[config.mk]
export PLATFORM = sky130hd
export DESIGN_NAME = keypad_scanner
export DESIGN_NICKNAME = d
export VERILOG_FILES = /design/src/rtl/keypad_pkg.sv /design/src/rtl/sync_2ff.sv /design/src/rtl/keypad_scanner.sv
export SDC_FILE = /design/constraint.sdc
export NUM_CORES = 1
export LEC_CHECK = 0
export CAP_MARGIN = 15
export CORE_MARGIN = 2
export CORE_UTILIZATION = 40
export CTS_CLUSTER_SIZE = 28
export DETAILED_ROUTE_END_ITERATION = 8
export GPL_TIMING_DRIVEN = 0
export PLACE_DENSITY = 0.67
export SLEW_MARGIN = 20
export SYNTH_ARGS = -nofsm -noshare
export SYNTH_HDL_FRONTEND = slang
export SYNTH_SLANG_ARGS = --single-unit
[constraint.sdc]
create_clock -name clk -period 3.3 [get_ports clk]
set_clock_uncertainty 0.15 [all_clocks]
set_input_delay 0.825 -clock clk [delete_from_list [all_inputs] [get_ports clk]]
set_output_delay 0.825 -clock clk [all_outputs]
set_load 0.03 [all_outputs]
[src/rtl/keypad_pkg.sv]
// rtl/keypad_pkg.sv - shared types, decode tables and row helpers for the keypad scanner.
package keypad_pkg;

  typedef enum logic [1:0] {
    SCAN,
    DEBOUNCE,
    HELD,
    RELEASE
  } state_t;

  // Indexed {row, col}; row 3 follows the physical keypad legend, not hex order.
  localparam logic [3:0] KEY_DECODE [16] = '{
    4'h1, 4'h2, 4'h3, 4'hA,
    4'h4, 4'h5, 4'h6, 4'hB,
    4'h7, 4'h8, 4'h9, 4'hC,
    4'hE, 4'h0, 4'hF, 4'hD
  };

  localparam logic [3:0] COL_DRIVE [4] = '{4'b1110, 4'b1101, 4'b1011, 4'b0111};

  function automatic logic [1:0] low_row(input logic [3:0] r);
    logic [1:0] idx;
    idx = 2'd0;
    for (int i = 3; i >= 0; i--) begin
      if (!r[i]) idx = 2'(i);
    end
    return idx;
  endfunction

  function automatic logic multi_low(input logic [3:0] r);
    logic [3:0] act;
    act = ~r;
    return (act & (act - 4'd1)) != 4'd0;
  endfunction

endpackage

[src/rtl/sync_2ff.sv]
// rtl/sync_2ff.sv - two-flop synchronizer for asynchronous level inputs.
module sync_2ff #(
  parameter int WIDTH = 4,
  parameter logic [WIDTH-1:0] RESET_VALUE = '1
) (
  input  logic             clk,
  input  logic             reset,
  input  logic [WIDTH-1:0] d,
  output logic [WIDTH-1:0] q
);

  logic [WIDTH-1:0] meta;

  always_ff @(posedge clk or negedge reset) begin
    if (!reset) begin
      meta <= RESET_VALUE;
      q    <= RESET_VALUE;
    end else begin
      meta <= d;
      q    <= meta;
    end
  end

endmodule

[src/rtl/keypad_scanner.sv]
// rtl/keypad_scanner.sv - 4x4 matrix keypad scanner with debounce and two-digit history.
// Define KEYPAD_GHOST_REJECT_EN to reject samples with more than one low row.
module keypad_scanner
  import keypad_pkg::*;
#(
  parameter int SCAN_DIV        = 12000,
  parameter int DEBOUNCE_CYCLES = 240000
) (
  input  logic       clk,
  input  logic       reset,
  input  logic [3:0] rows,
  output logic [3:0] cols,
  output logic [3:0] key_code,
  output logic       key_valid,
  output logic [3:0] digit_new,
  output logic [3:0] digit_old,
  output logic       scanning
);

  localparam int SW = $clog2(SCAN_DIV);
  localparam int DW = $clog2(DEBOUNCE_CYCLES);
  localparam logic [SW-1:0] SCAN_LAST = SW'(SCAN_DIV - 1);
  localparam logic [DW-1:0] DEB_LAST  = DW'(DEBOUNCE_CYCLES - 1);

  state_t        state;
  logic [SW-1:0] scan_cnt;
  logic [DW-1:0] deb_cnt;
  logic [1:0]    col_idx;
  logic [1:0]    row_idx;
  logic [3:0]    rows_s;
  logic [1:0]    next_col;
  logic          row_low;
  logic          any_low;
  logic          multi;
  logic [3:0]    decoded;

  sync_2ff #(.WIDTH(4), .RESET_VALUE(4'hF)) u_row_sync (
    .clk   (clk),
    .reset (reset),
    .d     (rows),
    .q     (rows_s)
  );

  assign next_col = col_idx + 2'd1;
  assign row_low  = ~rows_s[row_idx];
  assign any_low  = ~&rows_s;
  assign decoded  = KEY_DECODE[{row_idx, col_idx}];

`ifdef KEYPAD_GHOST_REJECT_EN
  assign multi = multi_low(rows_s);
`else
  assign multi = 1'b0;
`endif

  always_ff @(posedge clk or negedge reset) begin
    if (!reset) begin
      state     <= SCAN;
      scan_cnt  <= '0;
      deb_cnt   <= '0;
      col_idx   <= 2'd0;
      row_idx   <= 2'd0;
      cols      <= 4'b1110;
      key_code  <= 4'h0;
      key_valid <= 1'b0;
      digit_new <= 4'h0;
      digit_old <= 4'h0;
      scanning  <= 1'b1;
    end else begin
      key_valid <= 1'b0;
      case (state)
        SCAN: begin
          // Sample only on the last dwell cycle so the rows have settled.
          if (scan_cnt == SCAN_LAST) begin
            scan_cnt <= '0;
            if (any_low && !multi) begin
              row_idx  <= low_row(rows_s);
              deb_cnt  <= '0;
              state    <= DEBOUNCE;
              scanning <= 1'b0;
            end else begin
              col_idx <= next_col;
              cols    <= COL_DRIVE[next_col];
            end
          end else begin
            scan_cnt <= scan_cnt + 1'b1;
          end
        end
        DEBOUNCE: begin
          if (!row_low || multi) begin
            state    <= SCAN;
            scanning <= 1'b1;
            scan_cnt <= '0;
            col_idx  <= next_col;
            cols     <= COL_DRIVE[next_col];
          end else if (deb_cnt == DEB_LAST) begin
            key_code  <= decoded;
            key_valid <= 1'b1;
            digit_old <= digit_new;
            digit_new <= decoded;
            state     <= HELD;
          end else begin
            deb_cnt <= deb_cnt + 1'b1;
          end
        end
        HELD: begin
          if (!row_low) begin
            deb_cnt <= '0;
            state   <= RELEASE;
          end
        end
        RELEASE: begin
          // A low sample here is release bounce, so fall back to HELD.
          if (row_low) begin
            state <= HELD;
          end else if (deb_cnt == DEB_LAST) begin
            state    <= SCAN;
            scanning <= 1'b1;
            scan_cnt <= '0;
            col_idx  <= next_col;
            cols     <= COL_DRIVE[next_col];
          end else begin
            deb_cnt <= deb_cnt + 1'b1;
          end
        end
        default: begin
          state    <= SCAN;
          scanning <= 1'b1;
        end
      endcase
    end
  end

endmodule
[Yosys cells after proc, flatten, opt, wreduce, memory -nomap -nowiden]
Memories as Yosys holds them, arrays and structs flattened. A register that Yosys moved wholly into a read port is not among the register bits.
Index checks and enable logic that the tools add are counted.
Cells by class
  add/sub/neg operators: 3
  magnitude comparators: 2
  equality and inequality tests: 15
  multiplexer cells: 50
  bitwise logic cells: 4
  reductions and logical operators: 11
Operators with widths (number)
  $mux W18: 6
  $pmux W18 S4: 1
  $mux W14: 4
  $pmux W14 S3: 1
  $mux W2: 16
  $mux W4: 7
  $add A18 B1 Y18 const B: 1
  $eq A18 B18 Y1 const B: 1
  $ne A2 B2 Y1 const B: 8
  $add A14 B1 Y14 const B: 1
  $eq A14 B14 Y1 const B: 1
  $pmux W4 S3: 1
  $reduce_and A6 Y1: 2
  $reduce_and A5 Y1: 2
  $mux W1: 9
  $bmux W4 S2: 1
  $pmux W2 S4: 1
  $reduce_and A4 Y1: 2
  $ne A3 B3 Y1 const B: 2
  $pmux W2 S3: 1
  $reduce_and A3 Y1: 2
  $not A4 Y5: 1
  $eq A2 B2 Y1 const B: 2
  $ge A3 B3 Y1 const B: 1
  10 further kinds: 11
Word-level totals
  bits in registers: 56
  memory bits (read-only): 64
  output and inout bits: 18
  logic and storage cells: 97
  memories: 1
Memory list
  (name not given): words 16, bits a word 4, read ports 1, clocked after Yosys merged registers in 1, write ports 0, RTL line keypad_scanner.sv:47  | assign decoded = KEY_DECODE[{row_idx, col_idx}];

[Longest topological paths before layout]
Gate-level depths: netlist (run 1).
  word-level depth: 8
  depth in mapped cells: 8

[Modules after synthesis]
From an unflattened synthesis (run 1), not the netlist that was laid out.
Second synthesis, totals
  cells, all modules: 338
  area total of the unflattened synthesis: 3275.6 um2
Modules (own cells, without submodules)
  keypad_scanner: instances 1, cells an instance 330, area an instance 3065.4 um2, seq. area each 1306.3 um2
  sync_2ff: instances 1, cells an instance 8, area an instance 210.2 um2, seq. area each 210.2 um2

[Least setup slack after synthesis (run 1)]
No wires, ideal clock.
  kind: reg-to-reg
  from: register row_idx[0]
  to: register deb_cnt[10]
  library setup time: 0.080 ns
  arrival: 2.034 ns
  required time: 3.070 ns
  slack: 1.035 ns
  stages on the path, launching flop included: 8
  buffers on the path: 2
  path through: dfrtp_1 > buf_6 > mux4_2 > xnor2_1 > a311oi_4 > buf_4 > a21oi_1 > a31oi_4
Between the ends
  longest elaborated chain between the ends: 4
  elaborated cells on any way between the ends: 6
Ends and longest elaborated chain
  start, declared: RTL line keypad_scanner.sv:29  | logic [1:0] row_idx;
  start signal, assigned: RTL line keypad_scanner.sv:76  | row_idx <= low_row(rows_s);
  $bmux W1 S2 (*): RTL line keypad_scanner.sv:45  | assign row_low = ~rows_s[row_idx];
  $mux W1 (implied by the code) (*): RTL line keypad_scanner.sv:45
  $ne A2 B2 Y1 (no line)
  $reduce_and A5 Y1 (no line) (*)
  end signal, assigned: RTL line keypad_scanner.sv:102  | deb_cnt <= deb_cnt + 1'b1;
  end signal, assigned: RTL line keypad_scanner.sv:122  | deb_cnt <= deb_cnt + 1'b1;
  end, declared: RTL line keypad_scanner.sv:27  | logic [DW-1:0] deb_cnt;
Mark *: on every way between the ends. The rest lies on a longest branch, timed or not. The select of a mux whose other input is x is not followed.
A chain may end at the register's enable or synchronous reset.

[Worst setup path after layout (run 1)]
  from: register deb_cnt[1]
  to: register scan_cnt[4]
Between the ends
  longest elaborated chain between the ends: 3
Ends and longest elaborated chain
  $eq A18 B18 Y1: RTL line keypad_scanner.sv:115  | end else if (deb_cnt == DEB_LAST) begin
  $ne A2 B2 Y1 (no line)
  $reduce_and A4 Y1 (no line)
  end signal, assigned: RTL line keypad_scanner.sv:85  | scan_cnt <= scan_cnt + 1'b1;
  end, declared: RTL line keypad_scanner.sv:26  | logic [SW-1:0] scan_cnt;
No other way between the ends.

==> summary.md, run 1 <==
| Metric | Value |
|---|---|
| Area grow syn2layout | `18.1%` |
| Final wirelength | `6750 µm` |
| Final nets | `368` |
| Largest net degree at the start of global routing | `36` |
| Commonest non-fill, non-tap cell in the layout | `dfrtp_1` |
| Lkg Pwr | `1.54 nW` |
| Crit start category | `flop` |
| RR Endpoint | `scan_cnt[4]` |
| CTS tree | `yes` |
| Number of enable flip-flop cells after synthesis | `0` |
| Die X | `95.3 µm` |
| Critical path startpoint | `deb_cnt[1]` |
| RePlAce Congestion | `0.854` |
| Worst slew pin tran | `0.728 ns` |
| Most used cell, CP | `buf_2` |
| Final worst path period need | `2.75 ns` |
| Routed vias | `2,540` |
| Fin. Hold Viols | `0` |
| Post-synth net total | `333` |
| Rel. slew slack | `0.513` |
| Cell area after layout | `3930 µm²` |
| Critical path depth | `8` |
| Worst path arrival time | `2.81 ns` |
| Clock buffer count from CTS | `9` |
| Routed Antenna Nets | `0` |
| Critical path's largest stage delay | `0.56 ns` |
| Fin crit share | `0.832` |
| Crit Path Class | `flop to flop` |
| Max Fclk | `0.364 GHz` |
| R2r startpoint | `deb_cnt[1]` |
| Register-to-register setup slack | `0.55 ns` |
| Vias per cell | `5.47` |
| Initial detailed-routing violation count | `111` |
| Max_cap viols | `0` |
| HP Class | `flop to flop` |
| Avg WL per Cell | `14.5 µm` |
| I/O Buffers | `23` |
| Layout cell share with drive strength beyond 1 | `0.192` |
| Yosys warns | `0` |
| Cells after Synth | `319` |
| Post-CTS setup buffer count | `0` |
| Remaining DRCs | `0` |
| Avg Inst Size Synth | `10.4 µm²` |
| Synth area leaders | `dfrtp_1 36%, dfstp_2 9.5%, a31oi_4 5.1%, a21oi_1 3.3%, nand2_1 3.3%` |
| Total power | `1.52 mW` |
| Async S/R FF share, synth | `1.00` |
| Core area | `8130 µm²` |
| PD cells | `387 nW/µm²` |
| Clock Tree Root | `clkbuf_8` |
| Initial DRT Pass Iterations | `4` |
| Slew Limit Fails | `0` |
| Clock-pin slew on the worst setup and hold paths | `0.07 ns` |
| Worst setup path endpoint | `scan_cnt[4]` |
| P_sw | `0.339 mW` |
| Resize count post-CTS | `0` |
| Leading cell types in the layout, fill and taps excluded | `48 x dfrtp_1, 29 x nand2_1, 22 x a21oi_1, 22 x clkdlybuf4s50_1, 18 x o21ai_0` |
| Antenna violations before repair | `0` |
| GRT Resource Usage Total | `0.167` |
| Die Y | `95.3 µm` |
| Crit Path Max Fanout | `10` |
| Crit path max-delay family | `compound AO/OA/AOI/OAI gates` |
| Sequential share of the synthesized area | `0.455` |
| Top cell type by total area after synthesis | `dfrtp_1` |
| Setup-failing EPs final | `0` |
| Buf/Inv on CP | `2` |
| Worst-path cell chain | `ha_1, nand2_1, nor2_1, a31oi_1, buf_2, buf_2, o31ai_1, o21ai_0` |
| Rows | `33` |
| First-pass GRT wire length | `11,900 µm` |
| Total Die Area | `9070 µm²` |
| Mapped Area | `3330 µm²` |
| Synth Flop Type | `dfrtp_1` |
| Switching share of power | `0.223` |
| Unrepaired setup endpoints after global routing | `no` |
| Internal power | `1.18 mW` |
| CP endpoint kind | `flop` |
| Crit-path slowest cell | `nor2_1` |
| Top cell type's share of synthesized area | `0.361` |
| Flops & latches, synth | `60` |
| Placed Area | `3710 µm²` |
| Library cells used by synthesis | `53` |
| Antenna cell count | `0` |
| Hold-fix buffer count after cts | `0` |
| Reg2Reg Depth | `8` |
| Logic pwr share | `0.018` |
| Initial Utilization | `0.409` |
| Clock network fraction of design power | `0.491` |
| Clock buffer depth | `2` |
| # IOs | `24` |
| Global route overflow | `0` |
| VDD IR max | `0.172 mV` |
| H-tree levels | `3` |
| Later-pin clock latency in the skew report | `0.35 ns` |
| Total clock sinks | `60` |
| Status | `complete, no violations` |
| Vias in the first global route | `2,524` |
| Dpl hpwl | `4730 µm` |
| CP Data Required Time | `3.36 ns` |
| Seq pwr share | `0.491` |
==> cells in the mapped netlist, types with 2 or more instances <==
cell      number
a21oi_1       22
a311oi_4       2
a31oi_1        9
a31oi_4        8
a41oi_1        5
and3_1         8
and4_1         2
buf_2          5
buf_4          5
buf_6          2
clkbuf_1       5
dfrtp_1       48
dfstp_2       12
ha_1           8
inv_1         17
mux2_2         7
mux2i_1        7
nand2_1       29
nand2b_1       7
nand3_1       14
nand3b_1       2
nand4_1        5
nand4b_1       3
nor2_1        16
nor2b_1        2
nor3_1         2
nor3b_1        2
nor4_4         2
o21ai_0       18
o31ai_1       12
or3_1          5
or4_1          6
xnor2_1        2
==> state kept, by name (all words and copies together), names as in the netlist, named ones only <==
name	cells
cols	4
digit_old	4
key_valid	1
scan_cnt	14
scanning	1
u_row_sync.q	4
deb_cnt	18
digit_new	4
row_idx	2
state	1
u_row_sync.meta	4
col_idx	2
==> power groups by stage <==
| stage | registers (mW) | logic (mW) | clock network [mW] |
|---|---|---|---|
| 6_report | 0.747 | 0.0281 | 0.748 |
| 2_1_floorplan | 0.760 | 0.00522 | 0 |
| 3_5_place_dp | 0.761 | 0.0294 | 0 |
| 4_1_cts | 0.747 | 0.0297 | 0.774 |
| 5_1_grt | 0.748 | 0.0325 | 0.801 |
| 3_3_place_gp | 0.761 | 0.0267 | 0 |
==> worst register-to-register path, stage by stage (launching register included) <==
cell and delay (ns):
dfrtp_1 0.39, ha_1 0.22, nand2_1 0.09, nor2_1 0.56
a31oi_1 0.33, buf_2 0.28, buf_2 0.20, o31ai_1 0.28
o21ai_0 0.12
==> cell type report <==
class                   instances  area, µm²
fillers                       736       4200
multi-input cells             225       1650
flip-flops and latches         60       1520
repair buffers                 24        248
well taps                     105        131
clock buffers                   9        124
plain buffers                  17        104
clock inverters                 7        100
inverters                      17       63.8
==> logic make-up after synthesis <==
group	synth area share
AND/OR/NAND/NOR	0.195
AO/OA/AOI/OAI	0.209
flip-flops	0.455
buffers and inverters	0.0503
multiplexers	0.0548
adder cells (fa/ha/maj)	0.0301
XOR/XNOR	0.00526
==> per-layer routing <==
layer | share of wire | track usage | vias up
li1 | - | - | 1246
met1 | 0.48 | 0.221 | 1239
met2 | 0.46 | 0.260 | 45
met3 | 0.035 | 0.0356 | 10
met4 | 0.019 | 0.0809 | 0
met5 | 0 | 0 | -
==> how the worst min path moves through the flow <==
stage,startpoint,end,slack (ns),depth (start not counted)
after global placement,u_row_sync.meta[1],u_row_sync.q[1],0.20,0
after global routing,u_row_sync.meta[3],u_row_sync.q[3],0.21,0
final,u_row_sync.meta[3],u_row_sync.q[3],0.21,0
after CTS,u_row_sync.meta[3],u_row_sync.q[3],0.21,0
after floorplan,u_row_sync.meta[0],u_row_sync.q[0],0.20,0
after detailed placement,u_row_sync.meta[3],u_row_sync.q[3],0.20,0
==> through the flow <==
step	instances	hold slack (ns)	utilization	setup WS [ns]	TNS, ns
finish	464	0.207	0.484	0.554	0
global route	464	0.211	0.484	0.238	0
CTS	464	0.208	0.484	0.573	0
floorplan	319	0.195	-	1.04	0
detailed placement	448	0.197	0.456	0.583	0
global placement	447	0.196	0.454	-0.658	-31.46
Power figures use the tool's default switching activity.
==> run 2: changes to the inputs <==
Clock period 3.3 ns to 2.6 ns, I/O delays scaled along.
==> run 2 against run 1 <==
  * Largest cell class unchanged
  * Fmax grew 8.2%
  * Total power up 27%
  * Setup slack worse by 0.49 ns
  * Clock-buffer cell count unchanged
  * First-iteration DRC count is 13% lower
  * Combinational power rose by 29%
  * Sequential power up 27%
  * Hold slack worse by 0.15 ns
==> summary.md, run 2 (same netlist as run 1, synthesis figures left out) <==
| Metric | Value |
|---|---|
| Crit Path Class | `flop to flop` |
| Reg area | `1520 µm² (unchanged)` |
| Setup-failing EPs final | `0 (unchanged)` |
| RePlAce Congestion | `0.854 (unchanged)` |
| Unrepaired setup endpoints after global routing | `yes` |
| Crit path max-delay family | `simple AND/OR/NAND/NOR gates` |
| First-pass GRT wire length | `11,900 µm (unchanged)` |
| Status | `complete, no violations` |
| Vias per cell | `5.50 (+0.45%)` |
| Worst-path cell chain | `buf_2, nand4b_1, nor4_4, buf_4, nand4_1, o22ai_4, mux2_1` |
| Final nets | `371 (+0.82%)` |
| Met1 Track Usage GR | `0.221 (unchanged)` |
| Lkg Pwr | `1.55 nW (+1.1%)` |
| Rel. slew slack | `0.629 (+0.115)` |
| Max_cap viols | `0 (unchanged)` |
| Buf/Inv on CP | `2 (unchanged)` |
| Initial detailed-routing violation count | `97 (-13%)` |
| Dpl hpwl | `4730 µm (unchanged)` |
| Clock buffer depth | `2 (unchanged)` |
| Total power | `1.94 mW (+27%)` |
| Final worst path period need | `2.54 ns (-0.209 ns)` |
| Total Die Area | `9070 µm² (unchanged)` |
| Fin crit share | `0.976 (+0.144)` |
| Top Usage Layer GRT | `met2` |
| Clock Tree Root | `clkbuf_8` |
| Hold-fix buffer count after cts | `0 (unchanged)` |
| Met3 Use GR | `0.0356 (unchanged)` |
| Non-Filler Instances | `467 (+0.65%)` |
| CP Data Required Time | `2.69 ns (-0.67 ns)` |
| Leading cell types in the layout, fill and taps excluded | `48 x dfrtp_1, 29 x nand2_1, 22 x a21oi_1, 22 x clkdlybuf4s50_1, 18 x o21ai_0` |
| Routed Antenna Nets | `0 (unchanged)` |
| Worst slew pin tran | `0.555 ns (-0.173 ns)` |
| Antenna violations before repair | `0 (unchanged)` |
| Remaining DRCs | `0 (unchanged)` |
| Fin util | `0.491 (+0.00754)` |
| H-tree levels | `3 (unchanged)` |
| Biggest regs | `deb_cnt x18, scan_cnt x14` |
| Largest reg by FF count | `deb_cnt` |
| Crit-path slowest cell | `nor4_4` |
| Rows | `33 (unchanged)` |
| HP Class | `input port to async pin` |
| Clock-pin slew on the worst setup and hold paths | `0.08 ns (about the same)` |
| Area grow syn2layout | `19.9%` |
| Worst path arrival time | `2.62 ns (-0.19 ns)` |
| Max Fclk | `0.394 GHz (+8.2%)` |
| Multi-input logic area | `1690 µm² (+2.4%)` |
| Critical path's largest stage delay | `0.43 ns (-0.13 ns)` |
| Total clock sinks | `60 (unchanged)` |
| I/O Buffers | `23 (unchanged)` |
| Largest register FFs | `18 (unchanged)` |
| Avg WL per Cell | `14.7 µm (+0.98%)` |
| Initial Utilization | `0.409 (unchanged)` |
| Later-pin clock latency in the skew report | `0.35 ns (about the same)` |
| Layout cell share with drive strength beyond 1 | `0.204 (+0.0122)` |
| Routed vias | `2,568 (+1.1%)` |
| Inst Count DP | `448 (unchanged)` |
| Vias in the first global route | `2,524 (unchanged)` |
| Commonest non-fill, non-tap cell in the layout | `dfrtp_1` |
| Initial DRT Pass Iterations | `4 (unchanged)` |
| Largest net degree at the start of global routing | `36 (unchanged)` |
| GRT Resource Usage Total | `0.167 (unchanged)` |
| Clock buffer count from CTS | `9 (unchanged)` |
| Slew Limit Fails | `0 (unchanged)` |
| CTS tree | `yes` |
| PD cells | `484 nW/µm² (+25%)` |
| Final wirelength | `6860 µm (+1.6%)` |
| Die X | `95.3 µm (unchanged)` |
| Crit Path Max Fanout | `9 (-1)` |
| VDD IR max | `0.218 mV (+27%)` |
| Global route overflow | `0 (unchanged)` |
| Crit start category | `flop` |
| Antenna cell count | `0 (unchanged)` |
| # IOs | `24 (unchanged)` |
| Core area | `8130 µm² (unchanged)` |
| # fillers | `731 (-0.68%)` |
| Fin. Hold Viols | `0 (unchanged)` |
| CP endpoint kind | `flop` |
| Die Y | `95.3 µm (unchanged)` |
| GR Layer Usage met2 | `0.260 (unchanged)` |
-- run 2: changes by cell type in the layout (fill, tap and decap cells not counted), sizes merged --
cell / before / now
buf: 14 / 17
-- run 2: repair_timing --
| action | CTS | global route |
|---|---|---|
| pin swaps | 0 | 3 |
| endpoints found under the setup margin | 9 | 24 |
| hold endpoints to repair | 0 | 0 |
| buffers inserted | 0 | 3 |
| gates resized for setup | 1 | 5 |
-- run 2: final cells by class --
class / instances / share of cell area
multi-input cells: 225 / 0.422
flip-flops and latches: 60 / 0.380
repair buffers: 27 / 0.0676
well taps: 105 / 0.0329
clock buffers: 9 / 0.0310
plain buffers: 17 / 0.0260
clock inverters: 7 / 0.0251
inverters: 17 / 0.0160
-- run 2: per-stage QoR --
| step | worst slack, ns | area, µm² | hold slack (ns) | TNS, ns |
|---|---|---|---|---|
| final | 0.0633 | 4000 | 0.0553 | 0 |
| after global routing | -0.0541 | 4000 | 0.0686 | -0.0828 |
| after CTS | 0.0228 | 3940 | 0.0534 | 0 |
| after detailed placement | -0.117 | 3710 | 0.197 | -0.309 |
| after global placement | -1.18 | 3690 | 0.196 | -62.87 |
| after floorplan | 0.335 | 3330 | 0.195 | 0 |
-- run 2: path summary, 6_finish.rpt --
kind | startpoint | to | slack, ns | depth (start not counted)
max | deb_cnt[7] | col_idx[1] | 0.06 | 7
min | reset | col_idx[0] | 0.06 | 1
max reg2reg | deb_cnt[7] | col_idx[1] | 0.06 | 7
min reg2reg | u_row_sync.meta[3] | u_row_sync.q[3] | 0.21 | 0
max in group asynchronous | reset | scanning | 1.69 | 2
min in group clk | u_row_sync.meta[3] | u_row_sync.q[3] | 0.21 | 0
-- run 2: where the power goes --
group          internal (mW)  switching (mW)
Combinational         0.0125          0.0238
Sequential             0.945         0.00400
Clock                  0.546           0.405
-- run 2: per-layer routing --
layer | share of wire | up-vias
met4 | 0.019 | 0
met3 | 0.037 | 10
li1 | - | 1259
met1 | 0.48 | 1254
met5 | 0 | -
met2 | 0.46 | 45
